===== src/rtl/xf100_exu_regfile_pkg.sv =====
// Shared xf100 core constants and regfile helpers.
// Defines XF100_XLEN, XF100_RFIDX_WIDTH and XF100_RF_DEPTH when the build has
// not already provided them.
// Optional feature macro used by the regfile top: XF100_RF_BYPASS_EN.
`ifndef XF100_XLEN
`define XF100_XLEN 32
`endif
`ifndef XF100_RFIDX_WIDTH
`define XF100_RFIDX_WIDTH 5
`endif
`ifndef XF100_RF_DEPTH
`define XF100_RF_DEPTH 32
`endif

package xf100_exu_regfile_pkg;

   localparam int RF_XLEN      = `XF100_XLEN;
   localparam int RF_IDX_W     = `XF100_RFIDX_WIDTH;
   localparam int RF_DEPTH_DEF = `XF100_RF_DEPTH;

   // x0 is hardwired, so every write/set/lookup needs this qualifier
   function automatic logic idx_nz(input logic [RF_IDX_W-1:0] idx);
      return (idx != '0);
   endfunction

endpackage


===== src/rtl/xf100_exu_rf_scoreboard.sv =====
// Pending-write scoreboard: one bit per architectural register, bit 0 tied low.
// Priority: reset > flush > set > writeback clear.
module xf100_exu_rf_scoreboard
   import xf100_exu_regfile_pkg::*;
#(
   parameter int RF_DEPTH = RF_DEPTH_DEF
) (
   input  logic                clk,
   input  logic                rst,
   input  logic                set_en,
   input  logic [RF_IDX_W-1:0] set_idx,
   input  logic                clr_en,
   input  logic [RF_IDX_W-1:0] clr_idx,
   input  logic                flush,
   input  logic [RF_IDX_W-1:0] rs1_idx,
   input  logic [RF_IDX_W-1:0] rs2_idx,
   input  logic [RF_IDX_W-1:0] rd_idx,
   output logic                rs1_busy,
   output logic                rs2_busy,
   output logic                rd_busy,
   output logic                any_busy
);

   logic [RF_DEPTH-1:0] pend;
   logic [RF_DEPTH-1:0] pend_nxt;

   // clear first so a same-index set re-marks the register
   always_comb begin
      pend_nxt = pend;
      if (clr_en && idx_nz(clr_idx)) pend_nxt[clr_idx] = 1'b0;
      if (set_en && idx_nz(set_idx)) pend_nxt[set_idx] = 1'b1;
      pend_nxt[0] = 1'b0;
   end

   // pending vector update; flush also drops a same-cycle set
   always_ff @(posedge clk) begin
      if (rst)        pend <= '0;
      else if (flush) pend <= '0;
      else            pend <= pend_nxt;
   end

   // lookups rely on pend[0] never being set, so index 0 reads not busy
   always_comb begin
      rs1_busy = pend[rs1_idx];
      rs2_busy = pend[rs2_idx];
      rd_busy  = pend[rd_idx];
      any_busy = |pend[RF_DEPTH-1:1];
   end

endmodule


===== src/rtl/xf100_exu_regfile.sv =====
// Integer register file with writeback port, two combinational read ports
// and a pending-write scoreboard for dispatch.
// Optional: define XF100_RF_BYPASS_EN for same-cycle writeback-to-read bypass
// (data and busy lookups; any_busy is never bypassed).
module xf100_exu_regfile
   import xf100_exu_regfile_pkg::*;
#(
   parameter int RF_DEPTH = RF_DEPTH_DEF,
   parameter int XLEN     = RF_XLEN
) (
   input  logic                clk,
   input  logic                rst,
   input  logic                wbck_i_wbck_en,
   input  logic [XLEN-1:0]     wbck_i_wbck_data,
   input  logic [RF_IDX_W-1:0] wbck_i_wbck_rdidx,
   input  logic [RF_IDX_W-1:0] rf_i_rs1_idx,
   input  logic [RF_IDX_W-1:0] rf_i_rs2_idx,
   output logic [XLEN-1:0]     rf_o_rs1_data,
   output logic [XLEN-1:0]     rf_o_rs2_data,
   input  logic                sb_i_set_en,
   input  logic [RF_IDX_W-1:0] sb_i_set_idx,
   input  logic                sb_i_flush,
   input  logic [RF_IDX_W-1:0] sb_i_rd_idx,
   output logic                rf_o_rs1_busy,
   output logic                rf_o_rs2_busy,
   output logic                rf_o_rd_busy,
   output logic                rf_o_any_busy
);

   // x0 is not stored
   logic [XLEN-1:0] regs [RF_DEPTH-1:1];
   logic [XLEN-1:0] rs1_arr;
   logic [XLEN-1:0] rs2_arr;
   logic            sb_rs1_busy;
   logic            sb_rs2_busy;
   logic            sb_rd_busy;
   logic            wr_act;
   logic            hit_rs1;
   logic            hit_rs2;
   logic            hit_rd;

   assign wr_act = wbck_i_wbck_en && idx_nz(wbck_i_wbck_rdidx);

   // architectural state update; writes to x0 are dropped
   always_ff @(posedge clk) begin
      if (rst) begin
         for (int i = 1; i < RF_DEPTH; i++) regs[i] <= '0;
      end else if (wr_act) begin
         regs[wbck_i_wbck_rdidx] <= wbck_i_wbck_data;
      end
   end

   // registered-state read muxes
   always_comb begin
      rs1_arr = idx_nz(rf_i_rs1_idx) ? regs[rf_i_rs1_idx] : '0;
      rs2_arr = idx_nz(rf_i_rs2_idx) ? regs[rf_i_rs2_idx] : '0;
   end

   xf100_exu_rf_scoreboard #(
      .RF_DEPTH (RF_DEPTH)
   ) u_scoreboard (
      .clk      (clk),
      .rst      (rst),
      .set_en   (sb_i_set_en),
      .set_idx  (sb_i_set_idx),
      .clr_en   (wbck_i_wbck_en),
      .clr_idx  (wbck_i_wbck_rdidx),
      .flush    (sb_i_flush),
      .rs1_idx  (rf_i_rs1_idx),
      .rs2_idx  (rf_i_rs2_idx),
      .rd_idx   (sb_i_rd_idx),
      .rs1_busy (sb_rs1_busy),
      .rs2_busy (sb_rs2_busy),
      .rd_busy  (sb_rd_busy),
      .any_busy (rf_o_any_busy)
   );

   // bypass hits; a same-cycle set of the same index keeps it busy
`ifdef XF100_RF_BYPASS_EN
   always_comb begin
      hit_rs1 = wr_act && (rf_i_rs1_idx == wbck_i_wbck_rdidx);
      hit_rs2 = wr_act && (rf_i_rs2_idx == wbck_i_wbck_rdidx);
      hit_rd  = wr_act && (sb_i_rd_idx  == wbck_i_wbck_rdidx)
                && !(sb_i_set_en && (sb_i_set_idx == wbck_i_wbck_rdidx));
   end
`else
   always_comb begin
      hit_rs1 = 1'b0;
      hit_rs2 = 1'b0;
      hit_rd  = 1'b0;
   end
`endif

   // output selection: bypassed write data wins over the array
   always_comb begin
      rf_o_rs1_data = hit_rs1 ? wbck_i_wbck_data : rs1_arr;
      rf_o_rs2_data = hit_rs2 ? wbck_i_wbck_data : rs2_arr;
      rf_o_rs1_busy = sb_rs1_busy && !(hit_rs1 &&
                      !(sb_i_set_en && (sb_i_set_idx == rf_i_rs1_idx)));
      rf_o_rs2_busy = sb_rs2_busy && !(hit_rs2 &&
                      !(sb_i_set_en && (sb_i_set_idx == rf_i_rs2_idx)));
      rf_o_rd_busy  = sb_rd_busy && !hit_rd;
   end

endmodule


===== config.mk =====
export PLATFORM = sky130hd
export DESIGN_NAME = xf100_exu_regfile
export DESIGN_NICKNAME = d
export VERILOG_FILES = /design/src/rtl/xf100_exu_regfile_pkg.sv /design/src/rtl/xf100_exu_rf_scoreboard.sv /design/src/rtl/xf100_exu_regfile.sv
export SDC_FILE = /design/constraint.sdc
export NUM_CORES = 2
export LEC_CHECK = 0
export CAP_MARGIN = 20
export CELL_PAD_IN_SITES_DETAIL_PLACEMENT = 0
export CELL_PAD_IN_SITES_GLOBAL_PLACEMENT = 1
export CORE_ASPECT_RATIO = 1.75
export CORE_MARGIN = 1
export CORE_UTILIZATION = 50
export DETAILED_ROUTE_END_ITERATION = 7
export PLACE_DENSITY_LB_ADDON = 0.1
export SETUP_SLACK_MARGIN = 0.02
export SLEW_MARGIN = 10
export SYNTH_ARGS = -nofsm -noshare
export SYNTH_HDL_FRONTEND = slang
export SYNTH_HIERARCHICAL = 1
export SYNTH_SLANG_ARGS = --single-unit

===== constraint.sdc =====
create_clock -name clk -period 3.2 [get_ports clk]
set_clock_uncertainty 0.15 [all_clocks]
set_input_delay 0.64 -clock clk [delete_from_list [all_inputs] [get_ports clk]]
set_output_delay 0.64 -clock clk [all_outputs]
set_load 0.02 [all_outputs]

==> summary.txt <==
synth top area cells -> edfxtp_1 54%, mux4_2 14%, and2_1 11%, mux2i_1 6.1%, clkbuf_1 2.0%
critical path start-end classification -> in -> out
drt wl/cell -> 36.7 um
Placeable Area -> 113000 um^2
WL met1 -> 76700 um
Core Rows -> 163
CTS tree -> done
family with the most delay on the worst path -> buffers and inverters
YS warnings -> 6
Setup crit start kind -> input pin
Critical-path top delay cell -> mux4_2
first-pass GRT wire length -> 316000 um
Crit path buffers/inverters -> 6
Comb pwr share -> 17.5%
fin area -> 74000 um^2
first-pass detailed-route iteration total -> 6
Power Internal -> 25600 uW
Routed Antenna Nets -> 0
crit path DAT -> 2610 ps
Final Total Pwr -> 34900 uW
Final Worst Setup Slack -> -204 ps
Leakage -> 0.0271 uW
highest routed layer -> met5
CTS Root Cell -> clkbuf_16
sequential share of the synthesized area -> 55.1%
via count -> 42000
Post-synth EDFFs -> 1024
Gate Count Post-Synth -> 4049
violated checks -> setup timing
final WL -> 230000 um
RSZ-0062 raised after global routing -> true
Final Hold Viols -> 0
Async S/R FF share, synth -> 0%
IO Pins -> 130
Fin Setup TNS -> -3560 ps
fin crit share -> 106%
Reg2Reg Depth -> 3
Reg-to-Reg Start -> u_scoreboard/pend[3]$_SDFF_PP0_
initial antenna violation count -> 16
Final min period -> 3400 ps
hold path cells -> 2
DR iter-0 viols -> 5453
DP Worst Slack -> -1210 ps
clk slew on worst S/H paths -> 60 ps
WHS Endpoint -> u_scoreboard/pend[21]$_SDFF_PP0_
Synth top area share -> 54.0%
Syn Std Cell Area -> 56900 um^2
relative slew slack -> 27.4%
DRC viols -> 0
I/O Buffers -> 129
Cell variety after synth -> 53
top_reg_cell synth -> edfxtp_1
max-capacitance violation count -> 0
starting density of the core -> 50.5%
switching power -> 9290 uW
outcome -> finished with violations
final setup vio count -> 35
number of buffers created by CTS -> 100
Die Wd -> 257 um
placed instance area -> 65000 um^2
HP Start -> u_scoreboard/pend[21]$_SDFF_PP0_
clock latency on the worst-skew pair -> 740 ps
area of the die -> 115000 um^2
clock tree sinks -> 1055
reg-to-reg slack, setup -> 2020 ps
Yosys reg bits -> 1055
post-synth top area cell -> edfxtp_1
vias in the first global route -> 42300
Max Clock Freq -> 294 MHz
Pwr Density -> 472 nW/um^2
met2 wire len -> 112000 um
CP endpoint kind -> primary output
Longest Clk Path Bufs -> 3
WL met3 -> 23400 um
share of cells above drive strength 1 -> 38.2%
count of pins over their slew limit -> 0
grt ovf -> 0
area grow syn2layout -> 30.0%
Worst Path Max Fanout -> 7
DP HPWL -> 149000 um
VDD IR max -> 0.485 mV
GP Congestion -> 0.923
GRT Resource Usage Total -> 39.8%
Net Sw Frac -> 26.6%
CP Data Required Time -> 2410 ps
CTS H-tree depth -> 3
Die H -> 448 um
CP Cell Sequence -> buf_16, buf_16, buf_12, buf_12, buf_6, mux4_2, a221oi_4, o21ai_2, nor4b_4, buf_4
reg2reg end -> u_scoreboard/pend[3]$_SDFF_PP0_
Final Net Count -> 4740
clock network power share -> 35.8%
Avg Inst Size Synth -> 14.1 um^2
Worst Tran Pin Value -> 1090 ps
largest net degree at the start of global routing -> 33
sequential power share -> 46.7%
vias per inst -> 6.71
worst min-delay path class -> reg -> reg
Slowest Stage Delay on Critical Path -> 520 ps
## area by class of cell
cell class / count / area (um^2)
fillers: 8127 / 38800
flip-flops and latches: 1055 / 31400
multi-input cells: 2598 / 26900
repair buffers: 919 / 10400
clock buffers: 113 / 2570
well taps: 1485 / 1860
clock inverters: 76 / 797
diodes: 12 / 30.0
inverters: 4 / 15.0
## cells in the mapped netlist, drive strengths merged, types with 43 or more instances
master,number
edfxtp,1024
a22o,51
and2,996
a22oi,110
nor2b,61
nand2,43
a2111oi,55
a211oi,50
clkbuf,308
nor2,52
o21ai,66
o22ai,51
mux4,365
buf,115
a21oi,96
mux2i,349
## through the flow
stage | utilization, % | std cells | hold WS (ps)
5_1_grt | 65.6 | 6253 | 408
3_5_place_dp | 57.7 | 5880 | 384
2_1_floorplan | - | 4080 | 324
6_report | 65.6 | 6262 | 388
4_1_cts | 64.6 | 6208 | 392
3_3_place_gp | 57.7 | 5880 | 383
## worst reg2reg max path, cell delays in order, from the launching register on
cell and delay, ps:
dfxtp_1 490, buf_4 180, o21ai_0 130, a21oi_1 160
## how the worst max path moves through the flow
stage	from	end	slack [ps]	cells after the start
5_1_grt	regs[27][3]$_SDFFCE_PN0P_	rf_o_rs2_data[3]	-270	6
3_3_place_gp	rf_i_rs2_idx[0]	rf_o_rs2_data[3]	-1230	8
4_1_cts	regs[24][3]$_SDFFCE_PN0P_	rf_o_rs2_data[3]	-220	6
2_1_floorplan	rf_i_rs2_idx[0]	rf_o_rs2_data[30]	30	6
3_5_place_dp	rf_i_rs2_idx[0]	rf_o_rs2_data[3]	-1210	8
6_report	rf_i_rs2_idx[0]	rf_o_rs2_data[21]	-200	10
## timing repair
action | CTS | global route
endpoints found under the setup margin | 68 | 67
resized for setup | 845 | 144
pin swaps | 160 | 65
buffers inserted | 132 | 45
hold buffers | 0 | 0
cloned | 19 | 1
## cells in the final DEF, fill, tap and decap left out, types with 34 or more instances in the layout
| cell | instances |
|---|---|
| edfxtp_1 | 1024 |
| and2_1 | 993 |
| buf_4 | 552 |
| mux4_2 | 363 |
| mux2i_1 | 345 |
| buf_12 | 170 |
| clkbuf_16 | 101 |
| a22oi_1 | 82 |
| buf_6 | 80 |
| a21oi_1 | 69 |
| clkdlybuf4s50_1 | 50 |
| a2111oi_4 | 47 |
| nand2_1 | 42 |
| nor2b_1 | 41 |
| a211oi_2 | 36 |
| nor2_4 | 34 |
## metal layers
layer  global-route usage [%]  vias up
li1                         -    16800
met1                     46.7    21400
met2                     66.2     2978
met3                     7.61      878
met4                     27.2        2
met5                        0        -
## state kept, by name (all words and copies together) (netlist names)
register,count
regs,1024
u_scoreboard/pend,31
## power by group through the flow
| stage | Combinational, uW | Sequential [uW] | Clock, uW |
|---|---|---|---|
| 3_3_place_gp | 4930 | 16500 | 0 |
| 4_1_cts | 5820 | 16300 | 12500 |
| 2_1_floorplan | 2620 | 16400 | 0 |
| 3_5_place_dp | 4960 | 16600 | 0 |
| 6_report | 6110 | 16300 | 12500 |
| 5_1_grt | 6260 | 16400 | 13000 |
## cells by family after synthesis
logic type	count (synthesis)	synth area share, %
multiplexers	748	21.3
other	1	0.00659
AND/OR/NAND/NOR	1324	14.1
flip-flops	1055	55.1
buffers and inverters	427	3.43
AO/OA/AOI/OAI	494	6.04
(Power assumes the default switching activity.)
